`config.mk`:
```
export PLATFORM = sky130hd
export DESIGN_NAME = sar_signed_search
export DESIGN_NICKNAME = d
export VERILOG_FILES = /design/src/rtl/sar_signed_search_pkg.sv /design/src/rtl/sar_signed_search.sv
export SDC_FILE = /design/constraint.sdc
export NUM_CORES = 1
export LEC_CHECK = 0
export CAP_MARGIN = 10
export CORE_MARGIN = 3
export CORE_UTILIZATION = 30
export CTS_CLUSTER_DIAMETER = 200
export CTS_CLUSTER_SIZE = 12
export DETAILED_ROUTE_END_ITERATION = 8
export PLACE_DENSITY = 0.53
export SETUP_SLACK_MARGIN = 0.05
export SLEW_MARGIN = 20
export SYNTH_ARGS = -nofsm -noshare
export SYNTH_HDL_FRONTEND = slang
export SYNTH_SLANG_ARGS = --single-unit
```
`constraint.sdc`:
```
create_clock -name clk -period 2.25 [get_ports clk]
set_input_delay 0.45 -clock clk [delete_from_list [all_inputs] [get_ports clk]]
set_output_delay 0.45 -clock clk [all_outputs]
set_load 0.02 [all_outputs]
```
`src/rtl/sar_signed_search_pkg.sv`:
```
// sar_signed_search_pkg: shared state encoding and helpers for the signed SAR search driver
package sar_signed_search_pkg;
  typedef logic [1:0] state_t;
  localparam state_t S_IDLE  = 2'd0;
  localparam state_t S_PROBE = 2'd1;
  localparam state_t S_GAP   = 2'd2;
  localparam state_t S_DONE  = 2'd3;
  function automatic logic [63:0] msb_mask(input int n);
    return 64'd1 << (n - 1);
  endfunction
endpackage

```
`src/rtl/sar_signed_search.sv`:
```
// sar_signed_search: successive-approximation search of a signed target via a req/ack slt comparator
module sar_signed_search
  import sar_signed_search_pkg::*;
#(
  parameter int N = 32
) (
  input  logic         clk,
  input  logic         rst_n,
  input  logic         start,
  output logic         busy,
  output logic         cmp_req,
  output logic [N-1:0] cmp_trial,
  input  logic         cmp_ack,
  input  logic         cmp_lt,
  output logic         done,
  output logic [N-1:0] result
);
  localparam int CW = $clog2(N);
  localparam logic [N-1:0] MSB = N'(msb_mask(N));
  state_t state;
  logic [CW-1:0] idx;
  logic [N-1:0] u, trial, u_nx, nxt_bit;
  always_comb begin
    busy = state != S_IDLE;
    cmp_req = state == S_PROBE;
    done = state == S_DONE;
    cmp_trial = trial;
    u_nx = u;
    u_nx[idx] = ~cmp_lt;
    nxt_bit = N'(1) << (idx - CW'(1));
  end
  // u is offset binary; trials leave the block already converted back to two's complement
  always_ff @(posedge clk or negedge rst_n) begin
    if (!rst_n) begin
      state <= S_IDLE;
      idx <= CW'(N - 1);
      u <= '0;
      trial <= '0;
      result <= '0;
    end else begin
      case (state)
        S_IDLE: if (start) begin
          state <= S_PROBE;
          idx <= CW'(N - 1);
          u <= '0;
          trial <= '0;
        end
        S_PROBE: if (cmp_ack) begin
          u <= u_nx;
          if (idx == '0) begin
            state <= S_DONE;
            result <= u_nx ^ MSB;
          end else begin
            state <= S_GAP;
            idx <= idx - CW'(1);
            trial <= (u_nx | nxt_bit) ^ MSB;
          end
        end
        S_GAP: state <= S_PROBE;
        default: state <= S_IDLE;
      endcase
    end
  end
endmodule

```
==> impl_results.rst, run 1 <==
.. list-table::
   :header-rows: 1

   * - Metric
     - Value
   * - Number of sinks on the clock net
     - 103
   * - Met1 routed wirelength after detailed routing
     - 6650 um
   * - Number of diodes added for antenna fixing
     - 0
   * - Final cell count without fillers
     - 725
   * - Antenna violations before repair
     - 0
   * - Syn_area_per_cell
     - 11.9 um2
   * - Pin count of the biggest net entering global routing
     - 59
   * - Cell-internal power
     - 0.00358 W
   * - Data required time at the worst endpoint
     - 1.80 ns
   * - Number of hold violations in the final report
     - 0
   * - Worst-Skew Late Latency
     - roughly 0.35 ns
   * - Setup slack on the worst flop-to-flop path
     - 0.16 ns
   * - Clock root buffer master
     - clkbuf_16
   * - Most common cell after layout, fill and taps aside
     - dfrtp_1
   * - VDD IR max
     - 394 uV
   * - Worst Clk Skew
     - approximately 0.0085 ns
   * - Initial detailed-routing violation count
     - 279
   * - Reported leakage power
     - 2.88 nW
   * - Biggest fanout along the worst timing path
     - 7
   * - CTS H-tree lvls
     - 3
   * - DP Wirelength
     - just over 9000 um
   * - Number of cells traversed by the worst register-to-register path
     - 6
   * - Worst path setup slack after routing
     - roughly 0.13 ns
   * - Clock slew at reported path FFs
     - roughly 0.070 ns
   * - Setup violators final
     - 0
   * - R2R Path Start
     - idx[1]
   * - Number of flops mapped to enable cells by yosys
     - 0
   * - Net Switching
     - 0.00205 W
   * - Actual transition at the worst max-transition pin
     - ~0.72 ns
   * - Die height
     - 136 um
   * - Post-Syn Area
     - around 5100 um2
   * - Timing startpoint of the critical path
     - state[0]
   * - Unrepaired setup endpoints after global routing
     - yes
   * - Switching part of the total power
     - 36.4%
   * - Met2 wire length
     - 6270 um
   * - Crit Reg-Reg Endpoint
     - cmp_trial[19]
   * - Setup TNS
     - 0 ns
   * - Clock tree from TritonCTS
     - built
   * - Capture point of the critical path
     - busy
   * - Period utilisation layout
     - 94.4%
   * - Layout cell share with drive strength beyond 1
     - a little under a fifth
   * - Starting density of the core
     - 31.3%
   * - CTS max path bufs
     - 2
   * - Area Overhead vs Synth
     - 27.1%
   * - Commonest non-fill, non-tap cells in the layout
     - dfrtp_1, clkdlybuf4s50_1, o21ai_0
   * - Synth Instances
     - 428
   * - Std cell rows
     - 46
   * - Pre-Repair DR Iteration Count
     - 4
   * - Number of maximum-capacitance violations
     - 0
   * - Result of the run
     - finished, final reports clean
   * - Total I/O pin count
     - 72
   * - Fraction of the core area covered by cells at the end of the flow
     - ~40%
   * - Number of fill cells
     - 1,580
   * - Per-cell via count in the routed design
     - 5.09
   * - Number of input and output port buffers inserted
     - 71
   * - Sequential Power Share
     - 40.0%
   * - DR top layer
     - met4
   * - Core area
     - 16,200 um2
   * - Worst slew margin relative to its limit
     - between 50% and 60%
   * - Combinational share of power
     - 33.4%
   * - Total number of vias
     - 3,691
   * - Post-detailed-route DRC marker count
     - 0
   * - Synth area leader
     - dfrtp_1
   * - Main synth FF type
     - dfrtp_1
   * - Total power of the final layout
     - roughly 0.0056 W
   * - Top post-synthesis cells by area
     - dfrtp_1, mux2_4, mux2i_1
   * - Clk pwr share
     - a little over a quarter
   * - Post-synthesis cell type count
     - 46
   * - Final min period
     - 2.12 ns
   * - Post-synthesis sequential element count
     - ~100
   * - Total length of routed met3 wires
     - 581 um
   * - Syn nets
     - approximately 440
   * - Total power divided by cell area
     - 871 nW/um2
   * - Type of element launching the critical path
     - register
   * - Proportion of netlist area held by the largest area contributor
     - 48.3%
   * - Critical path class
     - register to primary output
   * - Cell count after placement
     - 705
   * - Max Slew Vio Count
     - 0
   * - Sequential-to-total area share from yosys stat
     - 50.9%
   * - Chip width
     - 136 um
   * - Last weighted congestion value of the routability-driven placer
     - 0.826
   * - Yosys warning total
     - 0
   * - Clock buffer count from CTS
     - 9
   * - Proportion of synthesized flip-flops having asynchronous set or reset
     - 100%
   * - Total GRT Usage
     - 15.5%
   * - Path category of the worst min-delay check
     - input pin to async pin
   * - Global-route wire length before repair
     - 22,200 um
   * - CP Capture Type
     - primary output
   * - Post-Route WL
     - 13,800 um
   * - Die outline area
     - ~19,000 um2
   * - Arrival @ worst endpoint
     - 1.67 ns
   * - Number of global-route vias before repair
     - ~3,800
   * - Final nets
     - 516
   * - Remaining Overflow, GRT
     - 0
   * - Setup slack at placement
     - 0.0934 ns
   * - Maximum frequency from static timing analysis
     - approximately 470 MHz
   * - Average routed wire per standard cell
     - 19.0 um
   * - Antenna violation net count after detailed routing
     - 0
## power groups by stage
| stage | sequential [W] | combinational (W) | clock, W |
|---|---|---|---|
| 6_report | 0.00225 | 0.00188 | 0.00150 |
| 3_5_place_dp | 0.00229 | 0.00182 | 0 |
| 4_1_cts | 0.00226 | 0.00184 | 0.00153 |
| 3_3_place_gp | 0.00228 | 0.00180 | 0 |
| 2_1_floorplan | 0.00227 | 0.00109 | 0 |
| 5_1_grt | 0.00228 | 0.00203 | 0.00159 |
## worst min-delay path by stage
| stage | startpoint | end | slack, ns | cells past startpoint |
|---|---|---|---|---|
| finish | rst_n | result[22] | 0.44 | 2 |
| CTS | rst_n | result[22] | 0.44 | 2 |
| detailed placement | rst_n | result[22] | 0.27 | 1 |
| global placement | rst_n | result[22] | 0.26 | 1 |
| floorplan | rst_n | cmp_trial[0] | 0.15 | 0 |
| global route | rst_n | result[22] | 0.45 | 2 |
## per-stage QoR
stage	hold WS, ns	instance area [um2]
floorplan	0.154	5080
global placement	0.261	6110
detailed placement	0.267	6110
CTS	0.440	6390
global route	0.450	6450
finish	0.443	6450
## cell type report
type	count	area (um2)	share of cell area, %
Clock buffer	11	253	3.92
Sequential cell	103	2590	40.1
Multi-Input combinational cell	252	2160	33.4
Inverter	36	135	2.09
Timing Repair Buffer	104	1030	16.0
Tap cell	216	270	4.19
Clock inverter	3	20.0	0.310
## cells by family after synthesis
group / after synthesis / synth area share (%)
adder cells (fa/ha/maj): 5 / 1.23
AND/OR/NAND/NOR: 65 / 9.59
buffers and inverters: 73 / 7.05
AO/OA/AOI/OAI: 117 / 15.9
multiplexers: 62 / 14.8
flip-flops: 103 / 50.9
XOR/XNOR: 3 / 0.518
## repair_timing
action	4_1_cts	5_1_grt
hold endpoints to repair	2	0
hold buffers	1	0
setup endpoints to repair	0	31
setup buffers	0	5
gates resized for setup	0	8
## sequential cells by signal (all words and copies together), names as in the netlist
signal     count
cmp_trial     32
idx            5
result        32
state          2
u             32
## critical path: stages (launching register included)
cell,delay (ns)
dfrtp_1,0.45
or2_2,0.34
clkdlybuf4s50_1,0.54
## synth_stat cells, drive strengths merged, types with 2 or more instances
master and number:
nor4bb 7, nand3b 2, buf 19, dfrtp 98, nor3 3, or2 3, a22o 30, and4bb 5
a22oi 34, ha 5, nand4 4, xnor2 3, a21oi 3, mux2i 31, dfstp 5, nor2 4
mux2 31, nand2 13, o21ai 43, nor4b 4, nand4b 12, clkbuf 18, o21a 2, nor2b 2
inv 35
## per-layer routing
layer / global-route usage (%) / vias up
met4: 6.05 / 0
met1: 22.4 / 1884
li1: - / 1717
met3: 3.00 / 18
met2: 23.0 / 72
met5: 0 / -
Note: power is estimated with default switching activity, not from simulation.
==> run 2: changes to the inputs <==
- ABC_CLOCK_PERIOD_IN_PS: default -> 2250
- CORE_UTILIZATION: 30 -> 50
- PLACE_DENSITY: 0.53 -> 0.78
==> run 2 against run 1 <==
Effect of this change: first-iteration DRC count increased by 34%; critical path type is now register to register; worst setup slack got worse by 0.030 ns; clock skew increased by 0.0046 ns; total power decreased by 2.2%; highest routed layer unchanged; critical endpoint is now result[7].
==> impl_results.rst, run 2 (synthesis results as in run 1) <==
.. list-table::
   :header-rows: 1

   * - Metric
     - Value
   * - Post-detailed-route DRC marker count
     - 0 (unchanged)
   * - Clock slew at reported path FFs
     - 0.10 ns (+0.03 ns)
   * - Reported leakage power
     - 2.90 nW (+0.58%)
   * - Area Overhead vs Synth
     - 26.0%
   * - Die outline area
     - 11,400 um2 (-38%)
   * - Per-cell via count in the routed design
     - 6.02 (+18%)
   * - Antenna violations before repair
     - 0 (unchanged)
   * - Final min period
     - 2.15 ns (+0.0299 ns)
   * - Chip width
     - 107 um (-22%)
   * - Worst-Skew Late Latency
     - 0.37 ns (+0.02 ns)
   * - Total power of the final layout
     - 0.00550 W (-2.2%)
   * - CTS max path bufs
     - 2 (unchanged)
   * - Critical path class
     - register to register
   * - Commonest non-fill, non-tap cells in the layout
     - dfrtp_1, clkdlybuf4s50_1, o21ai_0
   * - Type of element launching the critical path
     - register
   * - Average routed wire per standard cell
     - 20.4 um (+7.6%)
   * - Total number of vias
     - 3,879 (+5.1%)
   * - Worst-path cell chain
     - inv_2 > ha_4 > nor4b_4 > nand2_4 > buf_12 > buf_4 > mux2_4
   * - Actual transition at the worst max-transition pin
     - 0.745 ns (+0.0204 ns)
   * - CP Capture Type
     - register
   * - Number of diodes added for antenna fixing
     - 0 (unchanged)
   * - Setup violators final
     - 0 (unchanged)
   * - Footprint of the flip-flops and latches
     - 2580 um2 (-0.14%)
   * - Period utilisation layout
     - 95.7% (+1.3 points)
   * - Final cell count without fillers
     - 644 (-11%)
   * - Cell count after placement
     - 617 (-12%)
   * - Critical-path cell with the highest stage delay
     - nor4b_4
   * - Most common cell after layout, fill and taps aside
     - dfrtp_1
   * - Number of maximum-capacitance violations
     - 0 (unchanged)
   * - Unrepaired setup endpoints after global routing
     - no
   * - Pin count of the biggest net entering global routing
     - 54 (-8.5%)
   * - Starting density of the core
     - 51.7% (+20 points)
   * - Clock tree from TritonCTS
     - built
   * - Arrival @ worst endpoint
     - 2.41 ns (+0.74 ns)
   * - Remaining Overflow, GRT
     - 0 (unchanged)
   * - Pre-Repair DR Iteration Count
     - 5 (+1)
   * - Post-Route WL
     - 13,200 um (-4.5%)
   * - Slowest stage delay, CP
     - 0.62 ns (+0.08 ns)
   * - VDD IR max
     - 550 uV (+39%)
   * - Biggest fanout along the worst timing path
     - 8 (+1)
   * - Last weighted congestion value of the routability-driven placer
     - 0.975 (+18%)
   * - Std cell rows
     - 36 (-22%)
   * - Layout cell share with drive strength beyond 1
     - 20.4% (+1.3 points)
   * - Maximum frequency from static timing analysis
     - 464 MHz (-1.4%)
   * - Number of input and output port buffers inserted
     - 71 (unchanged)
   * - Setup TNS
     - 0 ns (unchanged)
   * - Worst slew margin relative to its limit
     - 50.1% (-1.6 points)
   * - Initial detailed-routing violation count
     - 375 (+34%)
   * - Path category of the worst min-delay check
     - input pin to async pin
   * - Result of the run
     - finished, final reports clean
   * - Number of sinks on the clock net
     - 103 (unchanged)
   * - Area taken by multi-input logic gates
     - 2190 um2 (+1.8%)
   * - Number of hold violations in the final report
     - 0 (unchanged)
   * - Total I/O pin count
     - 72 (unchanged)
   * - Total GRT Usage
     - 21.8% (+6.2 points)
   * - Core area
     - 9820 um2 (-40%)
   * - Setup slack on the worst flop-to-flop path
     - 0.1 ns (-0.06 ns)
   * - Number of global-route vias before repair
     - 3,722 (-2.5%)
   * - Antenna violation net count after detailed routing
     - 0 (unchanged)
   * - Clock root buffer master
     - clkbuf_8
   * - Number of fill cells
     - 766 (-52%)
   * - DP Wirelength
     - 8090 um (-11%)
   * - Final nets
     - 516 (unchanged)
   * - Clock buffer count from CTS
     - 9 (unchanged)
   * - Worst Clk Skew
     - 0.0132 ns (+0.00463 ns)
   * - Global-route wire length before repair
     - 19,700 um (-11%)
   * - Die height
     - 107 um (-22%)
   * - Data required time at the worst endpoint
     - 2.50 ns (+0.70 ns)
   * - CTS H-tree lvls
     - 3 (unchanged)
   * - Total power divided by cell area
     - 860 nW/um2 (-1.3%)
   * - Max Slew Vio Count
     - 0 (unchanged)
==> run 2: per-stage QoR <==
| step | hold WS, ns | setup WS, ns | util [%] | instance area [um2] |
|---|---|---|---|---|
| after floorplan | 0.154 | 0.312 | - | 5080 |
| final | 0.480 | 0.0970 | 65.1 | 6390 |
| after global routing | 0.493 | 0.0222 | 65.1 | 6390 |
| after detailed placement | 0.329 | -0.0575 | 60.7 | 5960 |
| after global placement | 0.325 | 0.139 | 60.7 | 5960 |
| after CTS | 0.484 | 0.0502 | 63.0 | 6180 |
==> run 2: worst max-delay path: cells and delay by family, from the launching register on <==
family	cells	cell delay, ns
adder cells (fa/ha/maj)	1	0.14
buffers and inverters	3	0.46
flip-flops	1	0.43
multiplexers	1	0.30
AND/OR/NAND/NOR	2	0.71
==> run 2: cell type report <==
class / count / share of cell area, %
clock buffer: 10 / 2.00
clock inverter: 6 / 1.41
inverter: 36 / 2.11
multi-input combinational: 252 / 34.3
sequential: 103 / 40.4
tap: 133 / 2.60
timing repair buffer: 104 / 17.2
==> run 2: report_power, final <==
group          switching (W)  total [W]  internal (W)
Clock               0.000647    0.00128      0.000634
Combinational        0.00121    0.00199      0.000779
Sequential          0.000187    0.00222       0.00204
Total                0.00205    0.00550       0.00345
==> run 2: final timing paths <==
kind,start,endpoint,cells after the start
max in group asynchronous,rst_n,cmp_trial[16],3
min,rst_n,result[23],2
max reg2reg,idx[1],result[7],7
min reg2reg,result[0],result[0],2
min in group clk,result[0],result[0],2
max,idx[1],result[7],7
==> run 2: repair_timing <==
item	in CTS	in global routing
hold buffers	1	0
pin swaps	0	2
resized for setup	2	18
buffers inserted	0	7
endpoints found under the setup margin	8	46
hold endpoints to repair	14	0
gates cloned	0	3
==> run 2: per-layer routing <==
layer	GRT usage (%)	wire length [um]
met1	30.8	5550
met4	6.03	361
met3	3.79	995
met5	0	0
met2	34.9	6250
